--- src/rtl/frame_tick_sync_pkg.sv ---
// Shared state encoding and default timing constants for the frame tick synchroniser.
package frame_tick_sync_pkg;

    typedef enum logic [2:0] {
        IDLE    = 3'd0,
        SEARCH  = 3'd1,
        MEASURE = 3'd2,
        LOCKED  = 3'd3,
        LOST    = 3'd4
    } state_t;

    // The divider toggles its output every DIV_TC cycles, so one full slow period is two of those.
    localparam int unsigned DIV_TC          = 500001;
    localparam int unsigned DEF_NOM_PERIOD  = 2 * DIV_TC;
    localparam int unsigned DEF_TOL         = 1000;
    localparam int unsigned DEF_TIMEOUT     = 2 * DEF_NOM_PERIOD;
    localparam int unsigned DEF_LOCK_COUNT  = 4;
    localparam int unsigned DEF_PW          = 21;

endpackage

--- src/rtl/frame_tick_sync_edge_detect.sv ---
// Multi-flop synchroniser for the slow divided clock, plus a history flop for rising-edge detect.
module sync_edge_detect #(
    parameter int SYNC_STAGES = 2
) (
    input  logic clk,
    input  logic rst_n,
    input  logic din,
    output logic rise
);

    logic [SYNC_STAGES-1:0] chain;
    logic                   hist;

    always_ff @(posedge clk or negedge rst_n) begin
        if (!rst_n) begin
            chain <= '0;
            hist  <= 1'b0;
        end else begin
            chain <= {chain[SYNC_STAGES-2:0], din};
            hist  <= chain[SYNC_STAGES-1];
        end
    end

    assign rise = chain[SYNC_STAGES-1] & ~hist;

endmodule

--- src/rtl/frame_tick_sync.sv ---
// Turns the synchronised slow clock into frame ticks, measures its period and tracks lock.
//   state   | meaning
//   IDLE    | disabled, counters cleared
//   SEARCH  | waiting for the first edge to start a measurement
//   MEASURE | counting consecutive in-tolerance periods
//   LOCKED  | stable input, frame ticks delivered
//   LOST    | no edge for TIMEOUT cycles while locked
module frame_tick_sync
    import frame_tick_sync_pkg::*;
#(
    parameter int unsigned SYNC_STAGES = 2,
    parameter int unsigned NOM_PERIOD  = DEF_NOM_PERIOD,
    parameter int unsigned TOL         = DEF_TOL,
    parameter int unsigned LOCK_COUNT  = DEF_LOCK_COUNT,
    parameter int unsigned TIMEOUT     = DEF_TIMEOUT,
    parameter int unsigned PW          = DEF_PW
) (
    input  logic          clock50mHz,
    input  logic          reset,
    input  logic          enable,
    input  logic          slow_clk_in,
    output logic          tick_pulse,
    output logic          frame_tick,
    output logic [15:0]   frame_count,
    output logic [PW-1:0] period_last,
    output logic          locked,
    output logic          tick_lost
);

    localparam int unsigned GCW = $clog2(LOCK_COUNT + 1);
    localparam logic [PW-1:0]  CNT_MAX   = PW'(TIMEOUT);
    localparam logic [PW-1:0]  PER_LO    = PW'(NOM_PERIOD - TOL);
    localparam logic [PW-1:0]  PER_HI    = PW'(NOM_PERIOD + TOL);
    localparam logic [PW-1:0]  CNT_ONE   = PW'(1);
    localparam logic [GCW-1:0] GC_ONE    = GCW'(1);
    localparam logic [GCW-1:0] GC_LAST   = GCW'(LOCK_COUNT - 1);

    state_t         state;
    logic [PW-1:0]  cnt;
    logic [PW-1:0]  period;
    logic [GCW-1:0] good_cnt;
    logic           rise;
    logic           good;

    sync_edge_detect #(
        .SYNC_STAGES (SYNC_STAGES)
    ) u_sync (
        .clk   (clock50mHz),
        .rst_n (reset),
        .din   (slow_clk_in),
        .rise  (rise)
    );

    // Period ends on the edge cycle itself, hence the +1 on the running count.
    assign period = cnt + CNT_ONE;
    assign good   = (period >= PER_LO) && (period <= PER_HI);

    always_ff @(posedge clock50mHz or negedge reset) begin
        if (!reset) begin
            state       <= IDLE;
            cnt         <= '0;
            good_cnt    <= '0;
            tick_pulse  <= 1'b0;
            frame_tick  <= 1'b0;
            frame_count <= '0;
            period_last <= '0;
            locked      <= 1'b0;
            tick_lost   <= 1'b0;
        end else if (!enable) begin
            state      <= IDLE;
            cnt        <= '0;
            good_cnt   <= '0;
            tick_pulse <= 1'b0;
            frame_tick <= 1'b0;
            locked     <= 1'b0;
            tick_lost  <= 1'b0;
        end else begin
            tick_pulse <= rise && (state != IDLE);
            frame_tick <= 1'b0;

            if (rise)
                cnt <= '0;
            else if (cnt != CNT_MAX)
                cnt <= cnt + CNT_ONE;

            case (state)
                IDLE: state <= SEARCH;

                SEARCH: if (rise) begin
                    state    <= MEASURE;
                    good_cnt <= '0;
                end

                MEASURE: if (rise) begin
                    period_last <= period;
                    if (good) begin
                        good_cnt <= good_cnt + GC_ONE;
                        if (good_cnt == GC_LAST) begin
                            state  <= LOCKED;
                            locked <= 1'b1;
                        end
                    end else begin
                        good_cnt <= '0;
                    end
                end

                // An edge arriving together with the timeout is judged as a (bad) period.
                LOCKED: if (rise) begin
                    period_last <= period;
                    if (good) begin
                        frame_tick  <= 1'b1;
                        frame_count <= frame_count + 16'd1;
                    end else begin
                        state    <= MEASURE;
                        locked   <= 1'b0;
                        good_cnt <= '0;
                    end
                end else if (cnt == CNT_MAX) begin
                    state     <= LOST;
                    locked    <= 1'b0;
                    tick_lost <= 1'b1;
                end

                LOST: if (rise) begin
                    period_last <= period;
                    state       <= MEASURE;
                    good_cnt    <= '0;
                end

                default: state <= IDLE;
            endcase
        end
    end

endmodule

--- config.mk ---
export PLATFORM = sky130hd
export DESIGN_NAME = frame_tick_sync
export DESIGN_NICKNAME = d
export VERILOG_FILES = /design/src/rtl/frame_tick_sync_pkg.sv /design/src/rtl/frame_tick_sync_edge_detect.sv /design/src/rtl/frame_tick_sync.sv
export SDC_FILE = /design/constraint.sdc
export NUM_CORES = 1
export LEC_CHECK = 0
export CORE_MARGIN = 3
export CORE_UTILIZATION = 56
export CTS_CLUSTER_DIAMETER = 30
export CTS_CLUSTER_SIZE = 30
export DETAILED_ROUTE_END_ITERATION = 12
export GPL_TIMING_DRIVEN = 0
export PLACE_DENSITY = 0.9
export SLEW_MARGIN = 40
export SYNTH_ARGS = -nofsm -noshare
export SYNTH_HDL_FRONTEND = slang
export SYNTH_SLANG_ARGS = --single-unit
--- constraint.sdc ---
create_clock -name clock50mHz -period 3.8 [get_ports clock50mHz]
set_clock_uncertainty 0.2 [all_clocks]
set_input_delay 0.76 -clock clock50mHz [delete_from_list [all_inputs] [get_ports clock50mHz]]
set_output_delay 0.76 -clock clock50mHz [all_outputs]
set_load 0.02 [all_outputs]
==> results of run 1 <==
-- area by class of cell --
type	instances	area [um^2]
buffer	24	113
clock buffer	11	151
clock inverter	5	56.3
fill	496	1900
inverter	8	30.0
multi-input combinational	295	1880
sequential	71	1780
tap	77	96.3
timing repair buffer	45	462
-- worst paths after layout --
path	start	to	slack, ns	cells past startpoint
max	cnt[0]	frame_count[13]	0.31	12
min	reset	period_last[8]	0.08	1
max reg2reg	cnt[0]	frame_count[13]	0.31	12
min reg2reg	u_sync.chain[0]	u_sync.chain[1]	0.16	0
max in group asynchronous	reset	frame_count[12]	2.84	2
min in group clock50mHz	u_sync.chain[0]	u_sync.chain[1]	0.16	0
-- per-stage QoR --
stage / worst slack, ns / area, um^2 / TNS [ns] / hold slack, ns
6_report: 0.307 / 4560 / 0 / 0.0783
5_1_grt: 0.127 / 4560 / 0 / 0.0823
4_1_cts: 0.353 / 4560 / 0 / 0.0792
3_5_place_dp: 0.398 / 4350 / 0 / 0.141
3_3_place_gp: -0.486 / 4330 / -34.18 / 0.134
2_1_floorplan: 0.707 / 3800 / 0 / 0.131
-- sequential cells by signal (all words and copies together), names as in the netlist, 2 cells and up --
name	flops
cnt	21
period_last	21
frame_count	16
good_cnt	3
state	3
u_sync.chain	2
-- layout by cell type, fill, tap and decap left out, types with 5 or more instances in the layout --
cell	count
nand2_1	42
nor2_1	45
nand4_1	15
clkbuf_8	11
clkdlybuf4s50_1	43
ha_1	6
inv_1	8
o211ai_1	5
a21oi_1	8
dfrtp_1	71
xnor2_1	27
nor3_1	13
nand3_1	20
o21ai_0	23
and3_1	8
clkbuf_1	12
xor2_1	10
buf_2	6
-- power by group --
group          switching, W  internal (W)
Sequential        0.0000195      0.000782
Clock              0.000283      0.000337
Combinational      0.000152     0.0000885
Total              0.000455       0.00121
-- worst max-delay path, cell delays in order (launching register included) --
cell and delay (ns):
dfrtp_1 0.49, ha_1 0.22, buf_4 0.18, nand4_2 0.23, nor3_1 0.29, xnor2_1 0.23
a31o_1 0.23, a21boi_2 0.22, o2111ai_2 0.23, nor2_4 0.27, buf_4 0.23, nand4_1 0.17
xnor2_1 0.22
-- layer usage --
metal	up-vias	part of all wire, %
li1	1518	-
met1	1525	43
met2	82	50
met3	14	5.6
met4	0	1.6
met5	-	0
-- logic make-up (layout without fill, tap and decap cells) --
kind of cell,count (synthesis),in the layout,share of synthesized area (%)
AO/OA/AOI/OAI,62,62,11.2
AND/OR/NAND/NOR,182,182,25.4
adder cells (fa/ha/maj),6,6,1.98
flip-flops,71,71,46.8
XOR/XNOR,37,37,8.54
multiplexers,8,8,2.34
buffers and inverters,32,93,3.76
==> flow_summary.json, run 1 <==
{
  "met2_usage_pct": 36.8,
  "die-area_mm2": 0.00780,
  "synth_top_area_share_pct": 46.8,
  "synth_most_common_cell": "dfrtp_1",
  "grtUsageTotal_pct": 23.6,
  "cts_max_level": 3,
  "yosysTopAreaCell": "dfrtp_1",
  "maxCapViolations": 0,
  "cts_hold_buf": 0,
  "post-cts-setup-buffers": 0,
  "drtPass1Iterations": 4,
  "async_reset_ff_share_pct": 100,
  "cts_inserted_buffers": 9,
  "area_growth_pct": 20.2,
  "busiest_layer": "met2",
  "vias_per_cell": 5.86,
  "synth_area_per_cell_um2": 9.54,
  "worst_pin_slew_ns": 0.572,
  "hold_class": "in -> async",
  "hold_violations": 0,
  "path_max_fanout": 10,
  "grt_pass1_vias": 3065,
  "cts_sinks": 71,
  "drv_slew": 0,
  "initial_core_util_pct": 58.8,
  "synth_nets": 408,
  "coreArea_mm2": 0.00646,
  "crit_arrival_ns": 3.56,
  "die_w_um": 88.3,
  "rsz0062_at_grt": "false",
  "synth_edf_count": 0,
  "nets": 464,
  "ys_ff_latch": 71,
  "ios": 45,
  "post-route-util_pct": 70.6,
  "timing.fmax_mhz": 286,
  "p_leak_nw": 1.96,
  "cts_resized": 0,
  "antenna_found_initial": 0,
  "clockBufferDepth": 2,
  "root_buffer": "clkbuf_8",
  "layout-drive-gt1-share_pct": 9.37,
  "synthTopCellsByCount": "dfrtp_1, nor2_1, nand2_1",
  "power_density_mw_per_mm2": 364,
  "routed_wl_mm": 8.43,
  "clk_latency_ns": 0.35,
  "cp.required_ns": 3.87,
  "wire_per_inst_um": 15.7,
  "synth_ff_type": "dfrtp_1",
  "finalSetupViolations": 0,
  "syn_area_mm2": 0.00380,
  "cts_tree": "yes",
  "die_y_um": 88.3,
  "ir_worst_vdd_mv": 0.336,
  "synthTopCellsByArea": "dfrtp_1, xnor2_1, nor2_1",
  "portBuffers": 44,
  "rows": 29,
  "relSlewSlack_pct": 61.9,
  "grt_max_degree": 41,
  "ant_nets": 0,
  "gr-usage-met3_pct": 6.05,
  "grt_overflow": 0,
  "crit_path_end_kind": "register",
  "vias": 3139,
  "diodes": 0,
  "final_cells": 536,
  "start_kind": "register",
  "ys_types": 62,
  "dp_hpwl_mm": 6.19,
  "ys_seq_area_share_pct": 46.8,
  "drt_first_iter_violations": 199,
  "clkTransAtPathRegs_ns": 0.07,
  "dp_cells": 520,
  "synthCells": 398,
  "finalCriticalPeriod_ns": 3.49,
  "grt_use_met1_pct": 31.7,
  "total_power_w": 0.00166,
  "routabilityCongestion": 0.911,
  "status": "completed",
  "fin_crit_sh_pct": 91.9,
  "ys_warn_count": 0,
  "critical_path_class": "reg -> reg",
  "grt_pass1_wl_mm": 14.3,
  "drc": 0
}
Note: power is estimated with default switching activity, not from simulation.
==> run 2: changes to the inputs <==
- ABC_AREA: unset -> 1
- CORE_UTILIZATION: 56 -> 57
- PLACE_DENSITY: 0.9 -> 0.91
==> run 2 against run 1 <==
Core utilization up 1.9 points. Synthesized cell count is 35% higher. Register-to-register slack improved by 0.57 ns. Flip-flop and latch count stayed put. Hold slack got worse by 0.018 ns. Global-route usage rose by 1.4 points. Combinational power rose to 2.6 times the previous value. Cell count is 29% higher. Final area increased by 5.0%. Sequential power is 19% higher. Critical path type unchanged. Largest cell class unchanged.
==> flow_summary.json, run 2 <==
{
  "critPathSlowestCell": "dfrtp_1",
  "critical_path_class": "reg -> reg",
  "critical_path.max_stage_delay_ns": 0.42,
  "area_growth_pct": 19.2,
  "drc": 0,
  "reg2reg_from": "cnt[0]",
  "path_max_fanout": 10,
  "wire_per_inst_um": 14.5,
  "diodes": 0,
  "rsz0062_at_grt": "false",
  "ys_warn_count": 0,
  "cts_max_level": 3,
  "synth_top_area_share_pct": 44.2,
  "synth_most_common_cell": "nand2_1",
  "timing.fmax_mhz": 342,
  "syn_area_mm2": 0.00402,
  "relSlewSlack_pct": 45.7,
  "status": "completed",
  "die-area_mm2": 0.00809,
  "synthTopCellsByCount": "nand2_1, dfrtp_1, nor2_1",
  "dp_cells": 676,
  "synthCells": 538,
  "vias_per_cell": 5.51,
  "multi_input_area_mm2": 0.00193,
  "finalSetupViolations": 0,
  "layout_commonest_cell": "nand2_1",
  "setup_tns_ns": 0,
  "cts_tree": "yes",
  "cts_inserted_buffers": 9,
  "ys_ff_latch": 71,
  "grt_pass1_vias": 3620,
  "clockBufferDepth": 2,
  "synth_ff_type": "dfrtp_1",
  "largestRegisters": "cnt x21, period_last x21, frame_count x16",
  "portBuffers": 44,
  "routabilityCongestion": 0.966,
  "synth_edf_count": 0,
  "p_leak_nw": 2.06,
  "antenna_found_initial": 0,
  "crit_top_cell": "nand2_1",
  "async_reset_ff_share_pct": 100,
  "start_kind": "register",
  "r2r-end": "frame_count[6]",
  "worstRegToRegCells": 17,
  "synthTopCellsByArea": "dfrtp_1, nand2_1, nor2_1",
  "grt_pass1_wl_mm": 16.5,
  "clkTransAtPathRegs_ns": 0.08,
  "coreArea_mm2": 0.00660,
  "yosysTopAreaCell": "dfrtp_1",
  "nets": 604,
  "cts_sinks": 71,
  "die_w_um": 89.9,
  "crit_path_cell_trace": "ha_1 > nand2_2 > nor2_4 > nand3_1 > o21bai_1 > nand2_1 > nor2_1 > nand2_1 > nor2_1 > nand3_1 > nand3_2 > nand4_4 > inv_4 > buf_6 > nand2_1 > nand2_1 > nand2_1",
  "drt_first_iter_violations": 316,
  "vias": 3808,
  "root_buffer": "clkbuf_8",
  "clk_latency_ns": 0.35,
  "initial_core_util_pct": 60.8,
  "worst_pin_slew_ns": 0.807,
  "crit_path_end_kind": "register",
  "grt_overflow": 0,
  "ir_worst_vdd_mv": 0.309,
  "routed_wl_mm": 10.0,
  "synth_nets": 548,
  "ys_seq_area_share_pct": 44.2,
  "grt_max_degree": 46,
  "drtPass1Iterations": 4,
  "ant_nets": 0,
  "maxCapViolations": 0,
  "fin_crit_sh_pct": 77.0,
  "dp_hpwl_mm": 7.55,
  "cts_hold_buf": 0,
  "hold_class": "in -> async",
  "post-cts-setup-buffers": 0,
  "cts_resized": 0,
  "crit_arrival_ns": 2.97,
  "ios": 45,
  "grtUsageTotal_pct": 25.1,
  "nFillCells": 516,
  "final_cell_mix": "nand2_1, dfrtp_1, nor2_1, inv_1, clkdlybuf4s50_1",
  "finalCriticalPeriod_ns": 2.93,
  "hold_violations": 0,
  "power_density_mw_per_mm2": 449,
  "rows": 29,
  "synth_area_per_cell_um2": 7.47,
  "die_y_um": 89.9,
  "ys_types": 32,
  "drv_slew": 0,
  "layout-drive-gt1-share_pct": 6.86,
  "reg2reg_slack_ns": 0.87,
  "ff_latch_area_mm2": 0.00178,
  "final_cells": 691,
  "cp.required_ns": 3.85
}
-- run 2: changes by cell type after synthesis, sizes merged, moves of 7 or more --
cell	delta
nand2	+111
inv	+57
nor2	+28
xnor2	-24
o21ai	+22
nand3	+19
buf	-9
and3	-8
mux2	-7
-- run 2: routing by layer --
| layer | vias up | wire, um | track usage [%] |
|---|---|---|---|
| li1 | 1851 | - | - |
| met1 | 1791 | 4410 | 31.7 |
| met2 | 138 | 4790 | 40.7 |
| met3 | 28 | 547 | 6.26 |
| met4 | 0 | 264 | 11.5 |
| met5 | - | 0 | 0 |
-- run 2: power by group --
group | switching (W) | internal, W
clock | 0.000285 | 0.000297
sequential | 0.0000761 | 0.000878
combinational | 0.000344 | 0.000272
-- run 2: critical path, delay by kind of cell, from the launching register on --
| family | cells | cell delay (ns) |
|---|---|---|
| DFF | 1 | 0.42 |
| adders and majority gates | 1 | 0.22 |
| and+or+nand+nor | 13 | 1.56 |
| AOI/OAI and AO/OA | 1 | 0.16 |
| buffers and inverters | 2 | 0.27 |
-- run 2: per-stage QoR --
step	utilization (%)	hold slack, ns	total power (W)	worst slack [ns]	instance area [um^2]
2_1_floorplan	-	0.131	0.00128	1.34	4020
3_3_place_gp	69.2	0.135	0.00156	-0.541	4570
3_5_place_dp	69.7	0.155	0.00159	0.873	4600
4_1_cts	72.5	0.0601	0.00217	0.907	4790
5_1_grt	72.5	0.0601	0.00227	0.608	4790
6_report	72.5	0.0598	0.00215	0.873	4790
-- run 2: worst max-delay path by stage --
stage	slack (ns)	from	end
floorplan	1.34	cnt[0]	frame_count[6]
global placement	-0.54	reset	cnt[17]
detailed placement	0.87	enable	state[1]
CTS	0.91	cnt[0]	frame_count[6]
global route	0.61	cnt[0]	frame_count[6]
finish	0.87	cnt[0]	frame_count[6]
-- run 2: final cells by class --
type	count	share of cell area, %
clock buffers	9	2.59
inverters	65	5.15
flip-flops and latches	71	37.1
plain buffers	10	1.25
clock inverters	6	1.31
well taps	93	2.43
repair buffers	45	9.80
multi-input cells	392	40.4
-- run 2: cells by family (layout without fill, tap and decap cells) --
| family | after synthesis | after routing | synth area share [%] |
|---|---|---|---|
| adders and majority gates | 6 | 6 | 1.87 |
| AOI/OAI and AO/OA | 56 | 56 | 7.23 |
| DFF | 71 | 71 | 44.2 |
| and+or+nand+nor | 316 | 316 | 35.8 |
| buffers and inverters | 75 | 135 | 7.63 |
| xor gates and xnor gates | 14 | 14 | 3.24 |
==> run 3: changes to the inputs <==
- clock period: 3.8 -> 2.7 ns (I/O delays scaled with it)
==> run 3 against run 2 <==
The run now ends with negative setup slack left. Global-route usage rose by 2.0 points. Flip-flop and latch count unchanged. Final area increased by 7.2%. Non-clock buffer count increased by 26. Power is 42% higher. First-iteration DRC count increased by 15%. Critical endpoint unchanged. Highest routed layer unchanged.
==> flow_summary.json, run 3 (synthesis gave the netlist of run 2 again) <==
{
  "setup_tns_ns": -1.39,
  "area_growth_pct": 27.9,
  "hold_class": "reg -> reg",
  "die-area_mm2": 0.00809,
  "path_max_fanout": 5,
  "power_density_mw_per_mm2": 596,
  "crit_buf_inv": 3,
  "timing.fmax_mhz": 350,
  "clk_latency_ns": 0.36,
  "grt_overflow": 0,
  "critPathSlowestCell": "dfrtp_1",
  "total_power_w": 0.00306,
  "critical_path_class": "reg -> reg",
  "place_area_mm2": 0.00460,
  "critical_path.max_stage_delay_ns": 0.41,
  "largestRegisters": "cnt x21, period_last x21, frame_count x16",
  "violations": "negative setup slack",
  "finalSetupViolations": 20,
  "vias": 4109,
  "finalCriticalPeriod_ns": 2.86,
  "cts_tree": "yes",
  "nFillCells": 470,
  "hold_depth": 0,
  "start_kind": "register",
  "fin_crit_sh_pct": 106,
  "clkTransAtPathRegs_ns": 0.08,
  "crit_path_end_kind": "register",
  "grt_pass1_wl_mm": 17.7,
  "grt_max_degree": 46,
  "crit_arrival_ns": 2.90,
  "dp_hpwl_mm": 7.55,
  "critical_path.endpoint": "frame_count[6]",
  "layout_commonest_cell": "nand2_1",
  "cts_max_level": 3,
  "status": "complete, but fails checks",
  "hold_violations": 0,
  "clockBufferDepth": 2,
  "worstRegToRegCells": 17,
  "layout-drive-gt1-share_pct": 16.2,
  "cp.required_ns": 2.75,
  "cts_inserted_buffers": 9,
  "worstSetupPathDepth": 17,
  "die_w_um": 89.9,
  "maxCapViolations": 0,
  "ios": 45,
  "reg2reg_from": "cnt[3]",
  "vias_per_cell": 5.73,
  "design_area_mm2": 0.00513,
  "multi_input_area_mm2": 0.00207,
  "crit_path_cell_trace": "nand2_2 > nor2_4 > buf_4 > nand4_1 > nand2_1 > nand2_2 > nor2_1 > o21ai_0 > nand2_1 > nand3_1 > nand3_2 > nand4_4 > inv_4 > buf_6 > nand2_2 > nand2_2 > nand2_1",
  "rsz0062_at_grt": "true",
  "setup_ws_ns": -0.158,
  "reg2reg_slack_ns": -0.16,
  "r2r-end": "frame_count[6]",
  "rows": 29,
  "drtPass1Iterations": 5,
  "ir_worst_vdd_mv": 0.437,
  "worst_pin_slew_ns": 0.751,
  "post-route-util_pct": 77.8,
  "grt_pass1_vias": 3821,
  "wire_per_inst_um": 15.9,
  "grtUsageTotal_pct": 27.0,
  "holdWs_ns": 0.162,
  "drc": 0,
  "coreArea_mm2": 0.00660,
  "root_buffer": "clkbuf_8",
  "nets": 630,
  "routabilityCongestion": 0.966,
  "drt_first_iter_violations": 362,
  "drv_slew": 0,
  "diodes": 0,
  "antenna_found_initial": 0,
  "die_y_um": 89.9,
  "portBuffers": 44,
  "crit_start": "cnt[3]",
  "cp_top_family": "simple AND/OR/NAND/NOR gates",
  "routed_wl_mm": 11.4,
  "final_cell_mix": "nand2_1, dfrtp_1, inv_1, nor2_1, clkdlybuf4s50_1",
  "cts_sinks": 71,
  "crit_top_cell": "nand2_2",
  "ff_latch_area_mm2": 0.00178,
  "initial_core_util_pct": 60.8,
  "relSlewSlack_pct": 49.4,
  "ant_nets": 0,
  "p_leak_nw": 2.24
}
run 3: final cells by class:
class,count,share of cell area (%)
inverter,65,4.80
multi-input combinational,392,40.3
timing repair buffer,71,13.1
buffer,10,1.19
tap,93,2.27
sequential,71,34.7
clock buffer,9,2.41
clock inverter,6,1.22
run 3: worst min path at each step:
stage,startpoint,to,slack [ns]
2_1_floorplan,reset,cnt[0],0.04
3_3_place_gp,u_sync.chain[0],u_sync.chain[1],0.14
3_5_place_dp,u_sync.chain[0],u_sync.chain[1],0.15
4_1_cts,u_sync.chain[0],u_sync.chain[1],0.16
5_1_grt,u_sync.chain[0],u_sync.chain[1],0.17
6_report,u_sync.chain[0],u_sync.chain[1],0.16
run 3: through the flow:
stage	cells	setup WS [ns]
global route	717	-0.272
global placement	675	-1.42
finish	717	-0.158
detailed placement	676	-0.196
floorplan	538	0.236
CTS	711	-0.0409
run 3: what timing repair did:
action                                  in CTS  in global routing
hold endpoints to repair                    26                  0
cloned                                       1                  0
endpoints found under the setup margin      23                 36
buffers inserted                            18                  6
hold buffers                                 1                  0
pin swaps                                   21                 13
resized for setup                           23                 27
run 3: per-layer routing:
metal | up-vias | track usage [%] | share of wire (%)
met3 | 48 | 5.59 | 8.4
met4 | 0 | 11.7 | 3.5
met1 | 1928 | 34.1 | 40
met5 | - | 0 | 0
li1 | 1905 | - | -
met2 | 228 | 45.2 | 49
run 3: report_power, final:
part	internal, W	switching (W)	leakage (nW)
logic	0.000388	0.000496	1.24
registers	0.00124	0.000109	0.915
clock network	0.000418	0.000414	0.0871
total	0.00204	0.00102	2.24
